==> config.mk <==
export PLATFORM = sky130hd
export DESIGN_NAME = uart_rx_fifo
export DESIGN_NICKNAME = d
export VERILOG_FILES = /design/src/rtl/uart_rx_fifo.sv
export SDC_FILE = /design/constraint.sdc
export NUM_CORES = 1
export LEC_CHECK = 0
export BUFFER_PORTS_ARGS = -buffer_cell sky130_fd_sc_hd__buf_4
export CAP_MARGIN = 20
export CORE_MARGIN = 3
export CORE_UTILIZATION = 60
export CTS_BUF_LIST = sky130_fd_sc_hd__clkbuf_8
export CTS_CLUSTER_DIAMETER = 60
export DETAILED_ROUTE_END_ITERATION = 8
export HOLD_SLACK_MARGIN = 0.05
export PLACE_DENSITY = 0.9
export SETUP_SLACK_MARGIN = 0.02
export SLEW_MARGIN = 5
export SYNTH_ARGS = -nofsm -noshare
export SYNTH_HDL_FRONTEND = slang
export SYNTH_SLANG_ARGS = --single-unit
==> constraint.sdc <==
create_clock -name clk -period 5.46 [get_ports clk]
set_input_delay 0.273 -clock clk [delete_from_list [all_inputs] [get_ports clk]]
set_output_delay 0.273 -clock clk [all_outputs]
set_load 0.03 [all_outputs]
==> src/rtl/uart_rx_fifo.sv <==
// uart_rx_fifo: oversampled UART receiver with baud tick divider, 3-sample
// majority voting, optional parity, 1/2 stop bits and a show-ahead FIFO whose
// entries carry per-word parity and framing error flags.
//
// Read handshake: the head entry (dout, dout_perr, dout_ferr) is valid whenever
// empty = 0; a pop happens on a rising edge where rd_en = 1 and empty = 0, and
// rd_en while empty is ignored. There is no backpressure toward the line: a
// frame completing while the FIFO is full is dropped and sets sticky overrun.
module uart_rx_fifo #(
  parameter int DATA_BITS     = 8,
  parameter int OVERSAMPLE    = 16,
  parameter int CLKS_PER_TICK = 1,
  parameter int PARITY        = 0,
  parameter int STOP_BITS     = 1,
  parameter int FIFO_DEPTH    = 4
) (
  input  logic                 clk,
  input  logic                 reset,
  input  logic                 rx,
  input  logic                 rd_en,
  input  logic                 clr_err,
  output logic [DATA_BITS-1:0] dout,
  output logic                 dout_perr,
  output logic                 dout_ferr,
  output logic                 empty,
  output logic                 full,
  output logic                 rx_done_tick,
  output logic                 overrun,
  output logic [2:0]           dbg_state
);

  localparam int DIV_W = (CLKS_PER_TICK > 1) ? $clog2(CLKS_PER_TICK) : 1;
  localparam int S_W   = $clog2(OVERSAMPLE);
  localparam int N_W   = 4;
  localparam int AW    = $clog2(FIFO_DEPTH);
  localparam int EW    = DATA_BITS + 2;

  localparam logic [DIV_W-1:0] DIV_LAST  = DIV_W'(CLKS_PER_TICK - 1);
  localparam logic [DIV_W-1:0] DIV_ONE   = DIV_W'(1);
  localparam logic [S_W-1:0]   S_MID     = S_W'(OVERSAMPLE / 2 - 1);
  localparam logic [S_W-1:0]   S_LAST    = S_W'(OVERSAMPLE - 1);
  localparam logic [S_W-1:0]   S_ONE     = S_W'(1);
  localparam logic [N_W-1:0]   N_DLAST   = N_W'(DATA_BITS - 1);
  localparam logic [N_W-1:0]   N_SLAST   = N_W'(STOP_BITS - 1);
  localparam logic [N_W-1:0]   N_ONE     = N_W'(1);
  localparam logic [AW-1:0]    PTR_ONE   = AW'(1);
  localparam logic [AW:0]      CNT_ONE   = (AW + 1)'(1);
  localparam logic [AW:0]      CNT_FULL  = (AW + 1)'(FIFO_DEPTH);

  typedef enum logic [2:0] {
    ST_IDLE   = 3'd0,
    ST_START  = 3'd1,
    ST_DATA   = 3'd2,
    ST_PARITY = 3'd3,
    ST_STOP   = 3'd4
  } state_t;

  // synchroniser, divider and sampling history
  logic                 r_sync1, r_sync2;
  logic [DIV_W-1:0]     r_div;
  logic                 w_tick;
  logic [1:0]           r_hist;
  logic                 w_maj;

  // receiver FSM and its datapath
  state_t               r_state, w_state_next;
  logic [S_W-1:0]       r_s, w_s_next;
  logic [N_W-1:0]       r_n, w_n_next;
  logic [DATA_BITS-1:0] r_shreg, w_shreg_next;
  logic                 r_perr, w_perr_next;
  logic                 r_ferr, w_ferr_next;
  logic                 w_push;
  logic                 r_done;

  // FIFO
  logic [EW-1:0]        r_mem [FIFO_DEPTH];
  logic [AW-1:0]        r_wptr, r_rptr;
  logic [AW:0]          r_count;
  logic                 r_overrun;
  logic                 w_empty, w_full, w_pop, w_wr, w_drop;
  logic [EW-1:0]        w_wdata, w_head;

  // two-flop synchroniser; both flops reset high so reset never looks like a start bit
  always_ff @(posedge clk) begin
    if (!reset) begin
      r_sync1 <= 1'b1;
      r_sync2 <= 1'b1;
    end else begin
      r_sync1 <= rx;
      r_sync2 <= r_sync1;
    end
  end

  // free-running s_tick divider
  always_ff @(posedge clk) begin
    if (!reset)       r_div <= '0;
    else if (w_tick)  r_div <= '0;
    else              r_div <= r_div + DIV_ONE;
  end

  assign w_tick = (r_div == DIV_LAST);

  // two previous line samples, taken on each s_tick, for majority voting
  always_ff @(posedge clk) begin
    if (!reset)       r_hist <= 2'b11;
    else if (w_tick)  r_hist <= {r_hist[0], r_sync2};
  end

  assign w_maj = (r_hist[1] & r_hist[0]) | (r_hist[1] & r_sync2) | (r_hist[0] & r_sync2);

  // FSM state and datapath registers
  always_ff @(posedge clk) begin
    if (!reset) begin
      r_state <= ST_IDLE;
      r_s     <= '0;
      r_n     <= '0;
      r_shreg <= '0;
      r_perr  <= 1'b0;
      r_ferr  <= 1'b0;
      r_done  <= 1'b0;
    end else begin
      r_state <= w_state_next;
      r_s     <= w_s_next;
      r_n     <= w_n_next;
      r_shreg <= w_shreg_next;
      r_perr  <= w_perr_next;
      r_ferr  <= w_ferr_next;
      r_done  <= w_push;
    end
  end

  // FSM next-state and datapath update; everything advances only on s_tick
  always_comb begin
    w_state_next = r_state;
    w_s_next     = r_s;
    w_n_next     = r_n;
    w_shreg_next = r_shreg;
    w_perr_next  = r_perr;
    w_ferr_next  = r_ferr;
    w_push       = 1'b0;
    if (w_tick) begin
      case (r_state)
        ST_IDLE: begin
          if (!r_sync2) begin
            w_state_next = ST_START;
            w_s_next     = '0;
            w_perr_next  = 1'b0;
            w_ferr_next  = 1'b0;
          end
        end
        ST_START: begin
          if (r_s == S_MID) begin
            if (!w_maj) begin
              w_state_next = ST_DATA;
              w_s_next     = '0;
              w_n_next     = '0;
            end else begin
              w_state_next = ST_IDLE;
            end
          end else begin
            w_s_next = r_s + S_ONE;
          end
        end
        ST_DATA: begin
          if (r_s == S_LAST) begin
            w_shreg_next = {w_maj, r_shreg[DATA_BITS-1:1]};
            w_s_next     = '0;
            if (r_n == N_DLAST) begin
              w_n_next     = '0;
              w_state_next = (PARITY != 0) ? ST_PARITY : ST_STOP;
            end else begin
              w_n_next = r_n + N_ONE;
            end
          end else begin
            w_s_next = r_s + S_ONE;
          end
        end
        ST_PARITY: begin
          if (r_s == S_LAST) begin
            // even: data ^ parity bit must be 0; odd: must be 1
            w_perr_next  = (PARITY == 2) ? ~(^r_shreg ^ w_maj) : (^r_shreg ^ w_maj);
            w_s_next     = '0;
            w_n_next     = '0;
            w_state_next = ST_STOP;
          end else begin
            w_s_next = r_s + S_ONE;
          end
        end
        ST_STOP: begin
          if (r_s == S_LAST) begin
            w_ferr_next = r_ferr | ~w_maj;
            w_s_next    = '0;
            if (r_n == N_SLAST) begin
              w_push       = 1'b1;
              w_n_next     = '0;
              w_state_next = ST_IDLE;
            end else begin
              w_n_next = r_n + N_ONE;
            end
          end else begin
            w_s_next = r_s + S_ONE;
          end
        end
        default: w_state_next = ST_IDLE;
      endcase
    end
  end

  assign w_empty = (r_count == '0);
  assign w_full  = (r_count == CNT_FULL);
  assign w_pop   = rd_en & ~w_empty;
  assign w_wr    = w_push & (~w_full | w_pop);
  assign w_drop  = w_push & w_full & ~w_pop;
  assign w_wdata = {w_ferr_next, r_perr, r_shreg};

  // FIFO storage; no reset needed because the outputs are gated by empty
  always_ff @(posedge clk) begin
    if (w_wr) r_mem[r_wptr] <= w_wdata;
  end

  // FIFO pointers, occupancy and sticky overrun
  always_ff @(posedge clk) begin
    if (!reset) begin
      r_wptr    <= '0;
      r_rptr    <= '0;
      r_count   <= '0;
      r_overrun <= 1'b0;
    end else begin
      if (w_wr)  r_wptr <= r_wptr + PTR_ONE;
      if (w_pop) r_rptr <= r_rptr + PTR_ONE;
      case ({w_wr, w_pop})
        2'b10:   r_count <= r_count + CNT_ONE;
        2'b01:   r_count <= r_count - CNT_ONE;
        default: r_count <= r_count;
      endcase
      if (w_drop)       r_overrun <= 1'b1;
      else if (clr_err) r_overrun <= 1'b0;
    end
  end

  assign w_head       = r_mem[r_rptr];
  assign dout         = w_empty ? '0 : w_head[DATA_BITS-1:0];
  assign dout_perr    = w_empty ? 1'b0 : w_head[DATA_BITS];
  assign dout_ferr    = w_empty ? 1'b0 : w_head[DATA_BITS+1];
  assign empty        = w_empty;
  assign full         = w_full;
  assign rx_done_tick = r_done;
  assign overrun      = r_overrun;
  assign dbg_state    = r_state;

endmodule
======== After elaboration in Yosys (flattened, before gate mapping) ========
Memory sizes are Yosys's and may differ from the RTL's. A register that Yosys moved wholly into a read port is not among the register bits.
Index checks and enable logic that the tools add are counted.
word-level totals
  register bits ........................... 35
  RAM bits ................................ 40
  input bits .............................. 5
  output and inout port bits .............. 17
  logic and storage cells ................. 117
  memories ................................ 1
operators by class
  add/sub/neg operators ................... 7
  equal/unequal tests ..................... 19
  mux-type cells .......................... 42
  bitwise operators ....................... 17
  reduce and logical (&&, ||, !) cells .... 16
memories
  memory  depth  width  rd ports  clocked after memory_dff  write ports  line  source
  r_mem   4      10     1         1                         1            76    logic [EW-1:0] r_mem [FIFO_DEPTH];
operator list
  cell                                                  number
  2-to-1 mux 4 bit                                      10
  2-to-1 mux 3 bit                                      7
  != test 2 bit (second input constant)                 8
  case mux 4 bit (4 select lines)                       1
  2-to-1 mux 1 bit                                      15
  case mux 3 bit (5 select lines)                       1
  case mux 4 bit (3 select lines)                       1
  adder 4 x 1 -> 4 bit (second input constant)          2
  equality test 4 x 3 -> 1 bit (second input constant)  2
  2-to-1 mux 8 bit                                      1
  AND reduction 4 bit                                   2
  AND reduction 8 bit                                   1
  XOR reduction 8 bit                                   1
  bitwise AND 1 bit                                     7
  AND reduction 7 bit                                   1
  equality test 3 x 2 -> 1 bit (second input constant)  2
  equality test 3 bit (second input constant)           2
  zero test 3 bit                                       2
  2-to-1 mux 2 bit                                      3
  case mux 3 bit (2 select lines)                       1
  nonzero test 2 bit                                    3
  inverter 1 bit                                        5
  adder 2 x 1 -> 2 bit (second input constant)          2
  equality test 4 bit (second input constant)           1
  16 further kinds                                      20

======== Logic depth before layout (Yosys ltp) ========
  depth after elaboration ................. 8
  depth in mapped cells ................... 10
  gate-level depth less buffers ........... 10

======== Worst setup path before layout ========
OpenSTA, ideal clock, no wires.
  path kind ............................... reg-to-reg
  start point ............................. reg r_state[2], in the netlist dbg_state[2]
  end point ............................... reg r_count[2]
  arrival ................................. 2.220 ns
  data required time ...................... 5.340 ns
  path slack .............................. 3.121 ns
  stages on the path, launching flop included .. 8
  path buffers ............................ 0
  period minus slack after synthesis ...... 2.339 ns
  cells stage by stage .................... dfxtp_1 -> or3b_4 -> nor3_2 -> nor2_1 -> fa_1 -> nand3b_1 -> and3_1 -> o31a_1
between the ends
  word-level cells in the longest chain between the ends .. 6
  elaborated cells between the ends (all ways) .. 8
  classes of those cells .................. eq/ne (3); mux (3); bitwise (1); reduce/logical (1)
ends and longest elaborated chain
  element                                                                line  source
  start: declaration                                                     66    state_t r_state, w_state_next;
  start signal: assignment                                               122   r_state <= w_state_next;
  equality test 3 bit *                                                  142   case (r_state)
  2-to-1 mux 1 bit *                                                     142
  2-to-1 mux 1 bit *                                                     141   if (w_tick) begin
  bitwise AND 1 bit *                                                    212   assign w_wr = w_push & (~w_full | w_pop);
  equality test 2 x 1 -> 1 bit or equality test 2 bit (tied branches)    231   case ({w_wr, w_pop})
  case mux 3 bit (2 select lines) or nonzero test 2 bit (tied branches)  --
  end signal: assignment                                                 232   2'b10: r_count <= r_count + CNT_ONE;
  end signal: assignment                                                 233   2'b01: r_count <= r_count - CNT_ONE;
  end signal: assignment                                                 234   default: r_count <= r_count;
  end: declaration                                                       78    logic [AW:0] r_count;
Mark *: on every way between the ends. The rest lies on a longest branch, timed or not.
A chain may end at the register's enable or synchronous reset.

======== Worst setup path after layout ========
Same ends and word-level chain as after synthesis.

==> impl_metrics.toml <==
[outcome]
status = "finished, final reports clean"

[detailed_routing]
drt_iter0_drc = 112
wirelength_um = 5780
vias_per_cell = 5.649
first_pass_iters = 4
drtAntennaViolNets = 0
routedWlPerCell_um = 15.37
vias = 2124
drc = 0

[timing]
whs_ps = 111.6
fin_skew_ps = 5.185
setup_viol = 0
layout_min_cycle_time_ps = 2579
worstMarginPinSlew_ps = 707.9
fmax_mhz = 387.7
relSlewSlack = 0.5214
rsz0062_at_grt = "false"
hold_viol_final = 0
setup_tns_ps = 0
period_share = 0.4724
slew_violations = 0

[final_layout]
area_growth_pct = 12.13
layout.cells.non_filler = 376
multiInputGateArea_mm2 = 0.001513
drive_gt1_frac = 0.1941
fin_util = 0.7053
ff_latch_area_mm2 = 0.001942
antenna_cells = 0
final_nets = 312
nFillCells = 399

[clocking]
insertion_delay_ps = 340
cts_max_level = 3
cts_sinks = 77
cts_setup_buffers = 0
max-clock-path-buffers = 2
ctsHoldBuffers = 0
cts-root-buf = "clkbuf_8"
cts_tree = "yes"
cts_made_buffers = 9
clkTransAtPathRegs_ps = 80
cts-resized-gates = 0

[power_and_ir_drop]
comb_power_share = 0.015
power.density_mw_per_mm2 = 274.6
power.leakage_uw = 0.001422
p_sw_frac = 0.1986
p_int_uw = 870.4
ir_worst_vdd_uv = 194.1
net-switching-power_uw = 215.7
pwr-share-clk = 0.427
seq_power_share = 0.558

[floorplanning]
core_mm2 = 0.005608
placementRows = 27
start_util = 0.6290
die_y_um = 82.67
num_io_pins = 22
die_area_mm2 = 0.006834
fp.dieW_um = 82.67

[placed_design]
place_inst = 360
port_buffers = 21
place.gp.congestion = 0.8632
hpwl_um = 4019

[yosys]
ys_seq_area_frac = 0.5505
syn_area_per_cell_um2 = 12.73
yosysTopAreaCellShare = 0.3405
ys_warn_count = 0
synth_cells = 277
synth_area_leaders = "edfxtp_1, dfxtp_1, mux4_2"
synthTopCellsByCount = "edfxtp_1, dfxtp_1, nor2b_1, mux2i_1"
synth_top_area_cell = "edfxtp_1"
synth_seq_cells = 77
syn-cell-area_mm2 = 0.003527
synth_edf_count = 40
synth_fp_nets = 290
ys_types = 51
synthArstFlopShare = 0
synth.most_common_cell = "edfxtp_1"
yosys_most_used_dff = "edfxtp_1"

[worst_setup_path]
worstPathArrival_ps = 2820
critical_path_class = "reg -> reg"
cp-start-kind = "flip-flop"
crit_path_end_kind = "flip-flop"
cp_max_fo = 14
reg2reg_slack_ps = 2880
crit_required_ps = 5700

[grt]
grt_pass1_wl_um = 9591
grt.overflow.total = 0
grt_max_degree = 42
grt_busiest_layer = "met2"
grt_use_met1 = 0.2299
antenna_found_initial = 0
grt_pass1_vias = 2073
gr-usage-all-layers = 0.1938
grtUsageMet3 = 0.05531
grtUsageMet2 = 0.3333

[flow_run]
max_cap_violations = 0

[hold_path]
hold_class = "in -> reg"
==> power groups by stage <==
| stage | registers (µW) | logic (µW) | clock network (µW) |
|---|---|---|---|
| final | 606 | 15.9 | 464 |
| after global routing | 606 | 17.7 | 496 |
| after CTS | 606 | 16.1 | 475 |
| after detailed placement | 619 | 16.0 | 0 |
| after global placement | 619 | 15.7 | 0 |
| after floorplan | 618 | 12.7 | 0 |
==> final cells by class <==
cell class / instances / share of cell area
sequential: 77 / 0.4910
multi-input combinational: 183 / 0.3825
timing repair buffer: 22 / 0.04176
clock buffer: 9 / 0.03132
clock inverter: 7 / 0.02499
tap: 72 / 0.02278
inverter: 6 / 0.005694
==> worst max-delay path, stage by stage, from the launching register on <==
cell,delay (ps)
dfxtp_1,600
or3b_4,480
nor3_2,270
nor2_1,100
fa_1,430
nand3b_1,180
and3_1,160
o31a_1,260
==> final timing paths <==
check / from / end / cells past startpoint
setup / recovery: dbg_state[2] / r_count[2] / 7
hold / removal: rx / r_sync1 / 2
setup reg to reg: dbg_state[2] / r_count[2] / 7
hold reg to reg: r_sync1 / r_sync2 / 1
==> layer usage <==
layer | vias to the layer above | wire length, µm
met5 | - | 0
met4 | 0 | 53
met3 | 5 | 212
met2 | 31 | 3048
met1 | 1035 | 2466
li1 | 1053 | -
==> registers in the layout, indices dropped and copies added (netlist names), named ones only <==
register and count:
r_rptr 2, r_mem 40, r_perr 1, r_sync2 1, rx_done_tick 1, overrun 1
r_ferr 1, r_hist 2, r_shreg 8, r_sync1 1, dbg_state 3, r_count 3
r_wptr 2, r_n 4, r_s 4, r_div 1
==> cell families after synthesis <==
family,after synthesis,synth area share
AO/OA/AOI/OAI,32,0.06244
XOR/XNOR,11,0.03122
adder cells (fa/ha/maj),9,0.03334
buffers and inverters,17,0.02057
flip-flops,77,0.5505
multiplexers,25,0.1100
other,1,0.001063
AND/OR/NAND/NOR,105,0.1909
==> cell usage in the layout (no fill, tap or decap), types with 8 or more instances in the layout <==
cell / Yosys / routed
buf_4: 1 / 22
nand3_1: 8 / 8
clkbuf_8: 0 / 9
nand2_1: 13 / 13
mux4_2: 10 / 10
xnor2_1: 10 / 10
and2_1: 13 / 13
nor2_1: 10 / 10
dfxtp_1: 37 / 37
nor2b_1: 26 / 26
edfxtp_1: 40 / 40
mux2i_1: 14 / 14
o21ai_0: 8 / 8
==> metrics by stage <==
step	power, µW	area, µm²	setup WS [ps]
floorplan	630.5	3527	3121
global placement	635.1	3732	3011
detailed placement	635.4	3732	2902
CTS	1097	3955	2894
global route	1120	3955	2715
finish	1086	3955	2881
No activity file was read; power rests on OpenSTA's default activity.
